===== src/rtl/if_fetch_stage_if.sv =====
// Instruction-memory request/response bus between the fetch stage and imem.
interface if_fetch_stage_if;
    logic        req;
    logic [31:0] addr;
    logic        ready;
    logic [31:0] rdata;

    modport master (output req, output addr, input ready, input rdata);
    modport slave  (input req, input addr, output ready, output rdata);
endinterface


===== src/rtl/if_fetch_stage.sv =====
// Instruction-fetch stage with IF/ID pipeline register.
// Fetches from a variable-latency imem over req/ready, honours hazard freeze
// and EXE branch redirect. Optional macro IF_STALL_CNT_EN enables the imem
// wait-cycle counter on stall_cycles (tied to zero otherwise).
module if_fetch_stage #(
    parameter logic [31:0] RESET_PC = 32'h0000_0000,
    parameter logic [31:0] NOP_WORD = 32'h0000_0000
) (
    input  logic                    clk,
    input  logic                    rst,
    input  logic                    freeze,
    input  logic                    Branch_taken,
    input  logic [31:0]             Branch_Address,
    if_fetch_stage_if.master        imem,
    output logic [31:0]             PC,
    output logic [31:0]             Instruction,
    output logic                    valid,
    output logic [31:0]             stall_cycles
);

    localparam int unsigned XLEN = 32;

    // FETCH: requesting at pc; HOLD: word parked during freeze;
    // DRAIN: finishing an abandoned request after a redirect.
    typedef enum logic [1:0] {
        FETCH = 2'd0,
        HOLD  = 2'd1,
        DRAIN = 2'd2
    } state_t;

    state_t            state;
    state_t            state_nxt;
    logic [XLEN-1:0]   pc;
    logic [XLEN-1:0]   pc_nxt;
    logic [XLEN-1:0]   pc_plus4;
    logic [XLEN-1:0]   hold_buf;
    logic [XLEN-1:0]   hold_buf_nxt;
    logic [XLEN-1:0]   drain_addr;
    logic [XLEN-1:0]   drain_addr_nxt;
    logic [XLEN-1:0]   pc_out_nxt;
    logic [XLEN-1:0]   instr_nxt;
    logic              valid_nxt;
    logic              xfer;

    // Request is a pure function of state and is dropped during reset.
    assign imem.req  = rst && (state != HOLD);
    assign imem.addr = (state == DRAIN) ? drain_addr : pc;
    assign xfer      = imem.req && imem.ready;
    assign pc_plus4  = pc + XLEN'(4);

    // State and datapath registers.
    always_ff @(posedge clk or negedge rst) begin
        if (!rst) begin
            state       <= FETCH;
            pc          <= RESET_PC;
            hold_buf    <= '0;
            drain_addr  <= '0;
            PC          <= '0;
            Instruction <= NOP_WORD;
            valid       <= 1'b0;
        end else begin
            state       <= state_nxt;
            pc          <= pc_nxt;
            hold_buf    <= hold_buf_nxt;
            drain_addr  <= drain_addr_nxt;
            PC          <= pc_out_nxt;
            Instruction <= instr_nxt;
            valid       <= valid_nxt;
        end
    end

    // Next-state and next-register values; branch beats freeze and transfers.
    always_comb begin
        state_nxt      = state;
        pc_nxt         = pc;
        hold_buf_nxt   = hold_buf;
        drain_addr_nxt = drain_addr;
        pc_out_nxt     = PC;
        instr_nxt      = Instruction;
        valid_nxt      = valid;

        case (state)
            FETCH: begin
                if (Branch_taken) begin
                    pc_nxt    = Branch_Address;
                    instr_nxt = NOP_WORD;
                    valid_nxt = 1'b0;
                    if (!imem.ready) begin
                        drain_addr_nxt = pc;
                        state_nxt      = DRAIN;
                    end
                end else if (xfer) begin
                    pc_nxt = pc_plus4;
                    if (!freeze) begin
                        instr_nxt  = imem.rdata;
                        pc_out_nxt = pc_plus4;
                        valid_nxt  = 1'b1;
                    end else begin
                        hold_buf_nxt = imem.rdata;
                        state_nxt    = HOLD;
                    end
                end else if (!freeze) begin
                    instr_nxt = NOP_WORD;
                    valid_nxt = 1'b0;
                end
            end

            HOLD: begin
                if (Branch_taken) begin
                    pc_nxt    = Branch_Address;
                    instr_nxt = NOP_WORD;
                    valid_nxt = 1'b0;
                    state_nxt = FETCH;
                end else if (!freeze) begin
                    instr_nxt  = hold_buf;
                    pc_out_nxt = pc;
                    valid_nxt  = 1'b1;
                    state_nxt  = FETCH;
                end
            end

            DRAIN: begin
                instr_nxt = NOP_WORD;
                valid_nxt = 1'b0;
                if (Branch_taken) begin
                    pc_nxt = Branch_Address;
                end
                if (xfer) begin
                    state_nxt = FETCH;
                end
            end

            default: begin
                state_nxt = FETCH;
            end
        endcase
    end

`ifdef IF_STALL_CNT_EN
    logic [XLEN-1:0] stall_cnt;

    // Saturating count of cycles spent waiting on imem.
    always_ff @(posedge clk or negedge rst) begin
        if (!rst) begin
            stall_cnt <= '0;
        end else if (imem.req && !imem.ready && (stall_cnt != '1)) begin
            stall_cnt <= stall_cnt + XLEN'(1);
        end
    end

    assign stall_cycles = stall_cnt;
`else
    assign stall_cycles = '0;
`endif

endmodule


===== src/flat_wrapper.sv =====
// flat-port wrapper written by rule: the top's interface ports become plain ports
module if_fetch_stage_flat 
#(
    parameter logic [31:0] RESET_PC = 32'h0000_0000,
    parameter logic [31:0] NOP_WORD = 32'h0000_0000
)
  (clk, rst, freeze, Branch_taken, Branch_Address, PC, Instruction, valid, stall_cycles, imem_req, imem_addr, imem_ready, imem_rdata);
  if_fetch_stage_if imem_i ();
  input  logic clk;
  input  logic rst;
  input  logic freeze;
  input  logic Branch_taken;
  input  logic [31:0] Branch_Address;
  output logic [31:0] PC;
  output logic [31:0] Instruction;
  output logic valid;
  output logic [31:0] stall_cycles;
  output wire logic [$bits(imem_i.req)-1:0] imem_req;
  output wire logic [$bits(imem_i.addr)-1:0] imem_addr;
  input wire logic [$bits(imem_i.ready)-1:0] imem_ready;
  input wire logic [$bits(imem_i.rdata)-1:0] imem_rdata;
  assign imem_req = imem_i.req;
  assign imem_addr = imem_i.addr;
  assign imem_i.ready = imem_ready;
  assign imem_i.rdata = imem_rdata;
  if_fetch_stage #(.RESET_PC(RESET_PC), .NOP_WORD(NOP_WORD)) u_core (.clk(clk), .rst(rst), .freeze(freeze), .Branch_taken(Branch_taken), .Branch_Address(Branch_Address), .imem(imem_i), .PC(PC), .Instruction(Instruction), .valid(valid), .stall_cycles(stall_cycles));
endmodule

===== config.mk =====
export PLATFORM = sky130hd
export DESIGN_NAME = if_fetch_stage_flat
export DESIGN_NICKNAME = d
export VERILOG_FILES = /design/src/rtl/if_fetch_stage_if.sv /design/src/rtl/if_fetch_stage.sv /design/src/flat_wrapper.sv
export SDC_FILE = /design/constraint.sdc
export NUM_CORES = 1
export LEC_CHECK = 0
export CAP_MARGIN = 5
export CORE_MARGIN = 1
export CORE_UTILIZATION = 35
export DETAILED_ROUTE_END_ITERATION = 7
export PLACE_DENSITY = 0.69
export RECOVER_POWER = 100
export SYNTH_ARGS = -nofsm -noshare
export SYNTH_HDL_FRONTEND = slang
export SYNTH_SLANG_ARGS = --single-unit

===== constraint.sdc =====
create_clock -name clk -period 2.1 [get_ports clk]
set_input_delay 0.315 -clock clk [delete_from_list [all_inputs] [get_ports clk]]
set_output_delay 0.315 -clock clk [all_outputs]
set_load 0.005 [all_outputs]

## Word level (Yosys, flattened, before mapping)

Cells that the tools add are included.

- Input bits: 69
- Flip-flop bits (word level): 163
- Output and inout port bits: 130
- Logic and storage cells: 72

- Equal/unequal tests: 16
- Bitwise gates (word level): 2
- $add $sub $neg: 1
- Muxes and demuxes: 32
- Reductions and logical operators: 14

Operators by type and width:

| cell | count |
|---|---|
| $mux W32 | 15 |
| $pmux W32 S2 | 2 |
| $pmux W32 S3 | 1 |
| $add A32 B3 Y32 const B | 1 |
| $mux W2 | 7 |
| $ne A3 B3 Y1 const B | 4 |
| $reduce_and A3 Y1 | 3 |
| $ne A2 B1 Y1 const B | 4 |
| $ne A2 B2 Y1 const B | 4 |
| $pmux W2 S3 | 1 |
| $reduce_and A6 Y1 | 1 |
| $mux W1 | 5 |
| $reduce_and A5 Y1 | 1 |
| $ne A4 B3 Y1 const B | 1 |
| $reduce_and A4 Y1 | 1 |
| $reduce_bool A2 Y1 | 2 |
| $ne A3 B2 Y1 const B | 1 |
| $pmux W1 S3 | 1 |
| $reduce_bool A3 Y1 | 1 |
| $eq A2 B1 Y1 const B | 1 |
| $eq A2 B2 Y1 const B | 1 |
| $logic_and A1 B1 Y1 | 2 |
| $logic_not A2 Y1 | 1 |
| $not A1 Y1 | 2 |
| 2 further kinds | 2 |

## Logic depth before layout (Yosys ltp)

Gate-level depths: netlist of the first run.

- Depth after elaboration: 6
- Mapped depth: 9
- Gate-level depth less buffers: 7

## Worst setup path before layout of the first run

No wires, ideal clock.

- Path kind: register -> register
- Start: reg u_core.state[1]
- End: reg u_core.hold_buf[10]
- Buffers on the path: 2
- Arrival time: 2,056 ps
- Stages on the path, launching flop included: 8
- Slack: -81 ps
- Library setup time: 125 ps
- Required time: 1,975 ps
- Path through: dfrtp_1 > inv_1 > ha_1 > clkbuf_1 > nand3_1 > nor2_1 > clkbuf_1 > mux2_2

- Word-level cells in the longest chain between the ends: 4
- Elaborated cells on any way between the ends: 5

RTL lines:

| what | line | text |
|---|---|---|
| start: declaration | if_fetch_stage.sv:31 | `state_t state;` |
| start signal: assignment | if_fetch_stage.sv:62 | `state <= state_nxt;` |
| $ne A2 B1 Y1 | if_fetch_stage.sv:46 | `assign imem.req = rst && (state != HOLD);` |
| $logic_and A1 B1 Y1 | if_fetch_stage.sv:46 |  |
| $logic_and A1 B1 Y1 | if_fetch_stage.sv:48 | `assign xfer = imem.req && imem.ready;` |
| $reduce_and A4 Y1 (no line) * | n/a |  |
| end signal: assignment | if_fetch_stage.sv:64 | `hold_buf <= hold_buf_nxt;` |
| end: declaration | if_fetch_stage.sv:36 | `logic [XLEN-1:0] hold_buf;` |

Every way passes the cells marked *; elsewhere a longest branch is shown, timed or not.
A chain may end at the register's enable or synchronous reset.

## Final worst setup path of the first run

- Start: reg u_core.state[0]
- End: out imem_addr[2]

- Word-level cells in the longest chain between the ends: 2

RTL lines:

| what | line | text |
|---|---|---|
| $eq A2 B2 Y1 | if_fetch_stage.sv:47 | `assign imem.addr = (state == DRAIN) ? drain_addr : pc;` |
| $mux W32 | if_fetch_stage.sv:47 |  |
| end: declaration | flat_wrapper.sv:19 | `output wire logic [$bits(imem_i.addr)-1:0] imem_addr;` |

Every way passes these cells.

==> impl_metrics.tcl, run 1 <==
set metrics [dict create \
    drt_pass1_iterations 5 \
    swShare_pct 35.0 \
    synth_flop_cell "dfrtp_1" \
    grt_pass1_wl_um 37600 \
    seq_power_share_pct 31.5 \
    die_area_sq_um 24900 \
    violations "negative setup slack" \
    power.density_nw_per_um2 1400 \
    start_util_pct 35.9 \
    synth_cell_type_count 56 \
    ys_ff_latch 163 \
    cp_slowest_cell "dfrtp_1" \
    syn_inst 831 \
    yosysMostFrequentCell "dfrtp_1" \
    crit_chain "inv_2 -> ha_4 -> buf_12 -> buf_8 -> buf_6 -> mux2_4 -> buf_6" \
    worst_ep_arrival_time_ps 1880 \
    final_util_pct 50.7 \
    via_count 7135 \
    cts_tree "built" \
    cp-startpoint "u_core.state[0]" \
    path_max_fanout 6 \
    ant_nets 0 \
    synth-edff-count 0 \
    cts_buffers 17 \
    seq_area_frac_synth_pct 48.0 \
    worstSetupEndpointType "output pin" \
    avgSynthCellArea_sq_um 10.2 \
    finalPower_mw 16.7 \
    worst-r2r-cell-count 7 \
    worst-slew-pin-transition_ps 1410 \
    drtIter0Drc 407 \
    hp-class "in2async" \
    clk_pin_slew_ps 70 \
    worst_hold_slack_ps 276 \
    peakVddDrop_mv 0.746 \
    vias_per_cell 5.11 \
    crit_type "reg2out" \
    h-tree-depth 4 \
    die_h_um 158 \
    track_usage_pct 19.8 \
    fmax_mhz 455 \
    cts.sinks 163 \
    period_minus_slack_ps 2200 \
    drive_gt1_share_pct 29.0 \
    ys_top_cells_by_area "dfrtp_1 48%, mux2_2 12%, o21ai_0 5.0%, nand2_1 4.5%, buf_4 3.3%" \
    hold_violations 0 \
    route.detailed.drc 0 \
    reg2reg_slack_ps 0 \
    drt_wl_total_um 24400 \
    insertion_delay_ps 430 \
    path_common_cell "buf_6" \
    p_sw_mw 5.86 \
    cp-start-kind "register" \
    r2r_end "u_core.hold_buf[4]" \
    avgRoutedWirePerCell_um 17.5 \
    clkPwrFrac_pct 19.5 \
    synth.top_cell.area_share_pct 48.0 \
    critPathCapture "imem_addr[2]" \
    cts_root_buf "clkbuf_16" \
    fin_crit_sh_pct 105 \
    core.rowCount 56 \
    fin_skew_ps 7.24 \
    synth_common_cells "163 x dfrtp_1, 102 x nand2_1, 94 x mux2_2" \
    async_flop_share_pct 100 \
    io_buffers 166 \
    final.setup.worst_slack_ps -96.3 \
    r2r_start "u_core.state[1]" \
    intPower_mw 10.9 \
    crit_buf_inv 5 \
    antenna_found_initial 1 \
    ioPinCount 199 \
    rsz0062_at_grt "yes" \
    cts_hold_buf 0 \
    core_area_sq_um 23700 \
    slew-limit-headroom_pct 5.98 \
    yosys.area.top_type "dfrtp_1" \
    grt_max_degree 65 \
    syn-cell-area_sq_um 8500 \
    worst-path-stages 7 \
    post-dp-hpwl_um 16700 \
    setup_viol 19 \
    finish.net_count 1139 \
    clk_path_buf_depth 2 \
    grt_pass1_vias 6915 \
    maxCapViolCount 0 \
    combPwrFrac_pct 49.0 \
    yosys_warnings 0 \
    p_leak_nw 5.20 \
    drv_slew 0 \
    area_growth_pct 41.1 \
    die_x_um 158 \
    critical_path_required_ps 1780 \
    gp_congestion 0.906 \
    run_status "finished with violations" \
    gr-total-overflow 0 \
    crit_family "buffers and inverters" \
    slowest_delay_ps 400 \
]
## sequential cells by signal, summed over array words and instances (netlist names)
signal / flops
u_core.hold_buf: 32
u_core.pc: 32
u_core.PC: 32
u_core.state: 2
u_core.valid: 1
u_core.drain_addr: 32
u_core.Instruction: 32
## layout make-up
cell class,instances,area [sq um]
Tap cell,319,399
Inverter,9,33.8
Fill cell,2154,11700
Timing Repair Buffer,290,2820
Multi-Input combinational cell,584,4060
Clock buffer,17,425
Antenna cell,1,2.50
Clock inverter,14,179
Sequential cell,163,4080
## layer usage
| layer | share of wire, % | GRT usage [%] | up-vias |
|---|---|---|---|
| met5 | 0 | 0 | - |
| met4 | 1.3 | 5.36 | 0 |
| met3 | 9.2 | 7.28 | 24 |
| met2 | 46 | 31.2 | 277 |
| met1 | 43 | 25.4 | 3460 |
| li1 | - | - | 3374 |
## metrics by stage
| stage | cell area (sq um) | setup WS, ps | instances | TNS (ps) |
|---|---|---|---|---|
| 2_1_floorplan | 8620 | -81.0 | 862 | -2290 |
| 3_3_place_gp | 10900 | -9.01 | 1332 | -9.01 |
| 3_5_place_dp | 10900 | -55.9 | 1332 | -1290 |
| 4_1_cts | 11800 | -113 | 1384 | -1900 |
| 5_1_grt | 12000 | -157 | 1396 | -8400 |
| 6_report | 12000 | -96.3 | 1397 | -1150 |
## power by group through the flow
stage	clock (mW)	combinational (mW)	sequential, mW
after floorplan	0	4.00	5.11
after global placement	0	7.20	5.26
after detailed placement	0	7.31	5.32
after CTS	3.35	7.82	5.27
after global routing	3.48	8.90	5.44
final	3.27	8.21	5.28
## cell families (layout without fill, tap and decap cells)
kind of cell             count (synthesis)  after routing  synth area share, %
other                                    1             33               0.0441
multiplexers                            96             96                 12.7
adder cells (fa/ha/maj)                  5              5                0.736
XOR/XNOR                                28             28                 2.88
flip-flops                             163            163                 48.0
AND/OR/NAND/NOR                        221            221                 13.4
buffers and inverters                  115            330                 8.34
AO/OA/AOI/OAI                          202            202                 14.0
## cell usage in the layout, fill, tap and decap left out, drive strengths merged, types with 5 or more instances in the layout
master	count
dfrtp	163
buf	133
nand2	102
mux2	94
o21ai	89
clkdlybuf4s50	67
dlygate4sd3	65
a21oi	40
clkbuf	39
a22oi	35
conb	32
nor2	28
xnor2	23
nor3	20
nand3	16
nand4	15
o22ai	14
inv	13
nor4	10
xor2	5
and4	5
ha	5
## how the worst min path moves through the flow
stage | from | end | slack (ps) | depth (start not counted)
floorplan | rst | u_core.Instruction[0] | 20 | 0
detailed placement | u_core.PC[11] | u_core.PC[11] | 470 | 2
finish | rst | u_core.pc[28] | 280 | 2
global placement | u_core.Instruction[25] | u_core.Instruction[25] | 460 | 2
global route | rst | u_core.PC[1] | 350 | 2
CTS | rst | u_core.PC[2] | 60 | 2
## timing repair
item | 4_1_cts | 5_1_grt
setup buffers | 19 | 9
pin swaps | 4 | 6
gates cloned | 2 | 3
resized for setup | 149 | 66
setup endpoints to repair | 62 | 141
Note: power is estimated with default switching activity, not from simulation.
==> run 2, diff against run 1 <==
--- a/config.mk
+++ b/config.mk
@@ -8,6 +8,7 @@
 export CAP_MARGIN = 5
 export CORE_MARGIN = 1
 export CORE_UTILIZATION = 35
+export CTS_CLUSTER_DIAMETER = 40
 export DETAILED_ROUTE_END_ITERATION = 7
 export PLACE_DENSITY = 0.69
 export RECOVER_POWER = 100
==> constraint.sdc (replaced) <==
create_clock -name clk -period 2.1 [get_ports clk]
set_input_delay 0.525 -clock clk [delete_from_list [all_inputs] [get_ports clk]]
set_output_delay 0.525 -clock clk [all_outputs]
set_load 0.005 [all_outputs]
==> impl_metrics.tcl, run 2 (same netlist as run 1, synthesis figures left out) <==
set metrics [dict create \
    finalPower_mw 17.5 \
    ant_nets 0 \
    holdPathStages 2 \
    fillers 2089 \
    p_leak_nw 5.45 \
    avgRoutedWirePerCell_um 18.9 \
    drv_slew 0 \
    die_x_um 158 \
    worst-slew-pin-transition_ps 1340 \
    worst_ep_arrival_time_ps 1860 \
    track_usage_pct 20.0 \
    design_area_sq_um 12600 \
    core_area_sq_um 23700 \
    drtIter0Drc 572 \
    cp-start-kind "register" \
    drt_pass1_iterations 7 \
    vias_per_cell 5.25 \
    run_status "finished with violations" \
    final.setup.worst_slack_ps -289 \
    cts.sinks 163 \
    clk_pin_slew_ps 70 \
    violations "negative setup slack" \
    cts_buffers 17 \
    gr-total-overflow 0 \
    area_growth_pct 48.4 \
    final_util_pct 53.3 \
    worst_hold_slack_ps 478 \
    cts_root_buf "clkbuf_16" \
    drt_wl_total_um 26700 \
    finish.net_count 1156 \
    insertion_delay_ps 440 \
    antenna_found_initial 1 \
    maxCapViolCount 0 \
    worst-r2r-cell-count 11 \
    numPlacedInstances 1327 \
    die_area_sq_um 24900 \
    peakVddDrop_mv 0.655 \
    power.density_nw_per_um2 1390 \
    clk_path_buf_depth 2 \
    grt_max_degree 147 \
    setup_viol 149 \
    cts_tree "built" \
    drive_gt1_share_pct 31.9 \
    post-dp-hpwl_um 15900 \
    critical_path_required_ps 1570 \
    final_cells 1415 \
    start_util_pct 35.9 \
    gp_congestion 0.931 \
    io_buffers 166 \
    hold_violations 0 \
    grt_pass1_wl_um 38000 \
    via_count 7430 \
    fin_crit_sh_pct 114 \
    crit_type "reg2out" \
    die_h_um 158 \
    hp-class "reg2reg" \
    worstSetupEndpointType "output pin" \
    h-tree-depth 4 \
    placed_area_sq_um 10900 \
    final_cell_mix "163 x dfrtp_1, 97 x nand2_1, 83 x buf_4, 66 x clkdlybuf4s50_1, 66 x dlygate4sd3_1" \
    ioPinCount 199 \
    fin_skew_ps 10.2 \
    layout_commonest_cell "dfrtp_1" \
    grt_pass1_vias 6939 \
    slew-limit-headroom_pct 10.9 \
    core.rowCount 56 \
    fmax_mhz 419 \
    path_max_fanout 5 \
    cts_hold_buf 0 \
    route.detailed.drc 0 \
    rsz0062_at_grt "yes" \
    period_minus_slack_ps 2390 \
]
[run 2: final timing paths]
path	startpoint	end	slack, ps
setup / recovery	u_core.state[0]	imem_addr[8]	-290
hold reg to reg	u_core.PC[11]	u_core.PC[11]	480
max in group asynchronous	rst	u_core.Instruction[11]	510
min in group asynchronous	rst	u_core.PC[5]	550
hold / removal	u_core.PC[11]	u_core.PC[11]	480
setup reg to reg	u_core.state[1]	u_core.pc[6]	-160
[run 2: routing by layer]
layer  GRT usage, %  routed length, um
met1           26.1              11100
met2           31.3              12800
met3           6.52               2200
met4           6.33                661
met5              0                  0
[run 2: per-stage QoR]
stage | TNS (ps) | worst slack, ps
global placement | -24310 | -319
floorplan | -2290 | -81.0
detailed placement | -29120 | -268
finish | -18520 | -289
CTS | -9250 | -274
global route | -32230 | -332
[run 2: critical path, cell delays in order, from the launching register on]
cell and delay, ps:
dfrtp_1 390, inv_2 90, ha_4 160, buf_12 120
buf_12 120, buf_12 130, mux2_4 310, buf_6 120
[run 2: cell type report]
type | instances | area [sq um] | area share, %
antenna | 1 | 2.50 | 0.0198
multi-input combinational | 585 | 4220 | 33.4
inverter | 9 | 36.3 | 0.288
tap | 319 | 399 | 3.16
clock inverter | 10 | 98.8 | 0.783
sequential | 163 | 4080 | 32.3
clock buffer | 22 | 464 | 3.68
timing repair buffer | 306 | 3320 | 26.3
[run 2: power by group]
group	internal, mW	total, mW	switching (mW)
Sequential	4.44	5.40	0.964
Clock	1.71	3.06	1.35
Combinational	5.18	9.09	3.91
[run 2: timing repair]
action | in CTS | in global routing
cloned | 9 | 16
buffers inserted | 21 | 15
gates resized for setup | 242 | 80
endpoints found under the hold margin | 0 | 0
pin swaps | 12 | 12
endpoints found under the setup margin | 125 | 153
==> run 3, diff against run 2 <==
--- a/config.mk
+++ b/config.mk
@@ -10,7 +10,7 @@
 export CORE_UTILIZATION = 35
 export CTS_CLUSTER_DIAMETER = 40
 export DETAILED_ROUTE_END_ITERATION = 7
-export PLACE_DENSITY = 0.69
+export PLACE_DENSITY = 0.66
 export RECOVER_POWER = 100
 export SYNTH_ARGS = -nofsm -noshare
 export SYNTH_HDL_FRONTEND = slang
==> constraint.sdc (replaced) <==
create_clock -name clk -period 2.84 [get_ports clk]
set_input_delay 0.71 -clock clk [delete_from_list [all_inputs] [get_ports clk]]
set_output_delay 0.71 -clock clk [all_outputs]
set_load 0.005 [all_outputs]
==> impl_metrics.tcl, run 3 (same netlist as run 1, synthesis figures left out) <==
set metrics [dict create \
    cts_buffers 17 \
    diodes 0 \
    cp-start-kind "register" \
    cts_root_buf "clkbuf_16" \
    period_minus_slack_ps 2770 \
    fin_skew_ps 13.9 \
    fillers 2283 \
    grt_max_degree 80 \
    die_x_um 158 \
    cts_tree "built" \
    finish.net_count 1052 \
    ioPinCount 199 \
    rsz0062_at_grt "yes" \
    cts.sinks 163 \
    p_leak_nw 4.64 \
    peakVddDrop_mv 0.417 \
    core.rowCount 56 \
    fin_crit_sh_pct 97.5 \
    antenna_found_initial 0 \
    setup_viol 0 \
    fin_setup_tns_ps 0 \
    slew-limit-headroom_pct 22.8 \
    start_util_pct 35.9 \
    clk_path_buf_depth 2 \
    vias_per_cell 5.11 \
    grt_pass1_vias 6475 \
    drv_slew 0 \
    track_usage_pct 18.4 \
    finalPower_mw 11.1 \
    io_buffers 166 \
    ant_nets 0 \
    power.density_nw_per_um2 1010 \
    core_area_sq_um 23700 \
    route.detailed.drc 0 \
    area_growth_pct 29.6 \
    gp_congestion 0.929 \
    grt_pass1_wl_um 35300 \
    drt_pass1_iterations 5 \
    clk_pin_slew_ps 60 \
    via_count 6692 \
    hold_violations 0 \
    worst-slew-pin-transition_ps 1160 \
    run_status "finished, final reports clean" \
    worstSetupEndpointType "output pin" \
    post-dp-hpwl_um 15200 \
    die_h_um 158 \
    layout_commonest_cell "dfrtp_1" \
    hp-class "in2async" \
    drt_wl_total_um 22200 \
    die_area_sq_um 24900 \
    critical_path_required_ps 2130 \
    final_util_pct 46.5 \
    gr-total-overflow 0 \
    insertion_delay_ps 430 \
    maxCapViolCount 0 \
    path_max_fanout 13 \
    crit_type "reg2out" \
    drtIter0Drc 455 \
    final_cell_mix "162 x dfrtp_1, 102 x nand2_1, 93 x mux2_2, 83 x o21ai_0, 81 x clkdlybuf4s50_1" \
    fmax_mhz 361 \
    drive_gt1_share_pct 18.0 \
    worst_ep_arrival_time_ps 2060 \
    avgRoutedWirePerCell_um 16.9 \
    h-tree-depth 4 \
]
[run 3: cell types whose count changed in the layout (fill, tap and decap cells not counted), moves of 11 or more]
cell	delta
buf_4	-63
buf_6	-44
clkbuf_16	-11
clkdlybuf4s50_1	+15
dlymetal6s2s_1	+14
mux2_2	+28
mux2_4	-28
o21ai_0	+49
o21ai_1	-45
[run 3: final timing paths]
kind / start / end / slack (ps) / cells past startpoint
max: u_core.state[0] / imem_addr[16] / 70 / 5
min in group clk: u_core.PC[12] / u_core.PC[12] / 470 / 2
max reg2reg: u_core.state[1] / u_core.PC[3] / 150 / 9
min: rst / u_core.pc[27] / 230 / 1
min reg2reg: u_core.PC[12] / u_core.PC[12] / 470 / 2
max in group asynchronous: rst / u_core.state[1] / 1040 / 2
[run 3: critical path, stage by stage (launching register included)]
cell and delay, ps:
dfrtp_1 400, inv_2 80, ha_4 210, buf_16 160, mux2_2 340, clkdlybuf4s50_1 450
[run 3: area by class of cell]
class | instances | area [sq um] | share of cell area [%]
sequential | 163 | 4080 | 37.0
clock inverter | 14 | 178 | 1.61
tap | 319 | 399 | 3.62
clock buffer | 17 | 425 | 3.86
timing repair buffer | 203 | 2040 | 18.5
multi-input combinational | 584 | 3860 | 35.1
inverter | 9 | 33.8 | 0.307
[run 3: timing repair]
action | CTS | global route
setup endpoints to repair | 32 | 23
hold endpoints to repair | 0 | 0
pin swaps | 1 | 0
hold buffers | 0 | 0
cloned | 1 | 0
setup buffers | 2 | 0
gates resized for setup | 12 | 17
[run 3: layer usage]
metal	vias to the layer above	GRT usage (%)	part of all wire [%]	wire length [um]
li1	3195	-	-	-
met1	3222	24.5	44	9690
met2	254	28.6	46	10200
met3	21	6.21	9.1	2020
met4	0	4.25	1.3	283
met5	-	0	0	0
[run 3: through the flow]
| stage | instance area (sq um) | setup WS (ps) | hold slack [ps] | instances |
|---|---|---|---|---|
| after CTS | 11100 | 13.4 | 60.3 | 1309 |
| after global placement | 10400 | 247 | 460 | 1275 |
| after detailed placement | 10400 | 245 | 470 | 1275 |
| after global routing | 11000 | -8.03 | 252 | 1309 |
| final | 11000 | 71.5 | 233 | 1309 |
| after floorplan | 8620 | 445 | 414 | 862 |
[run 3: power breakdown]
group	switching [mW]	leakage, nW	internal [mW]	total, mW
combinational	2.12	2.36	2.52	4.64
clock	0.995	0.288	1.39	2.39
sequential	0.778	1.99	3.28	4.06
total	3.89	4.64	7.19	11.1
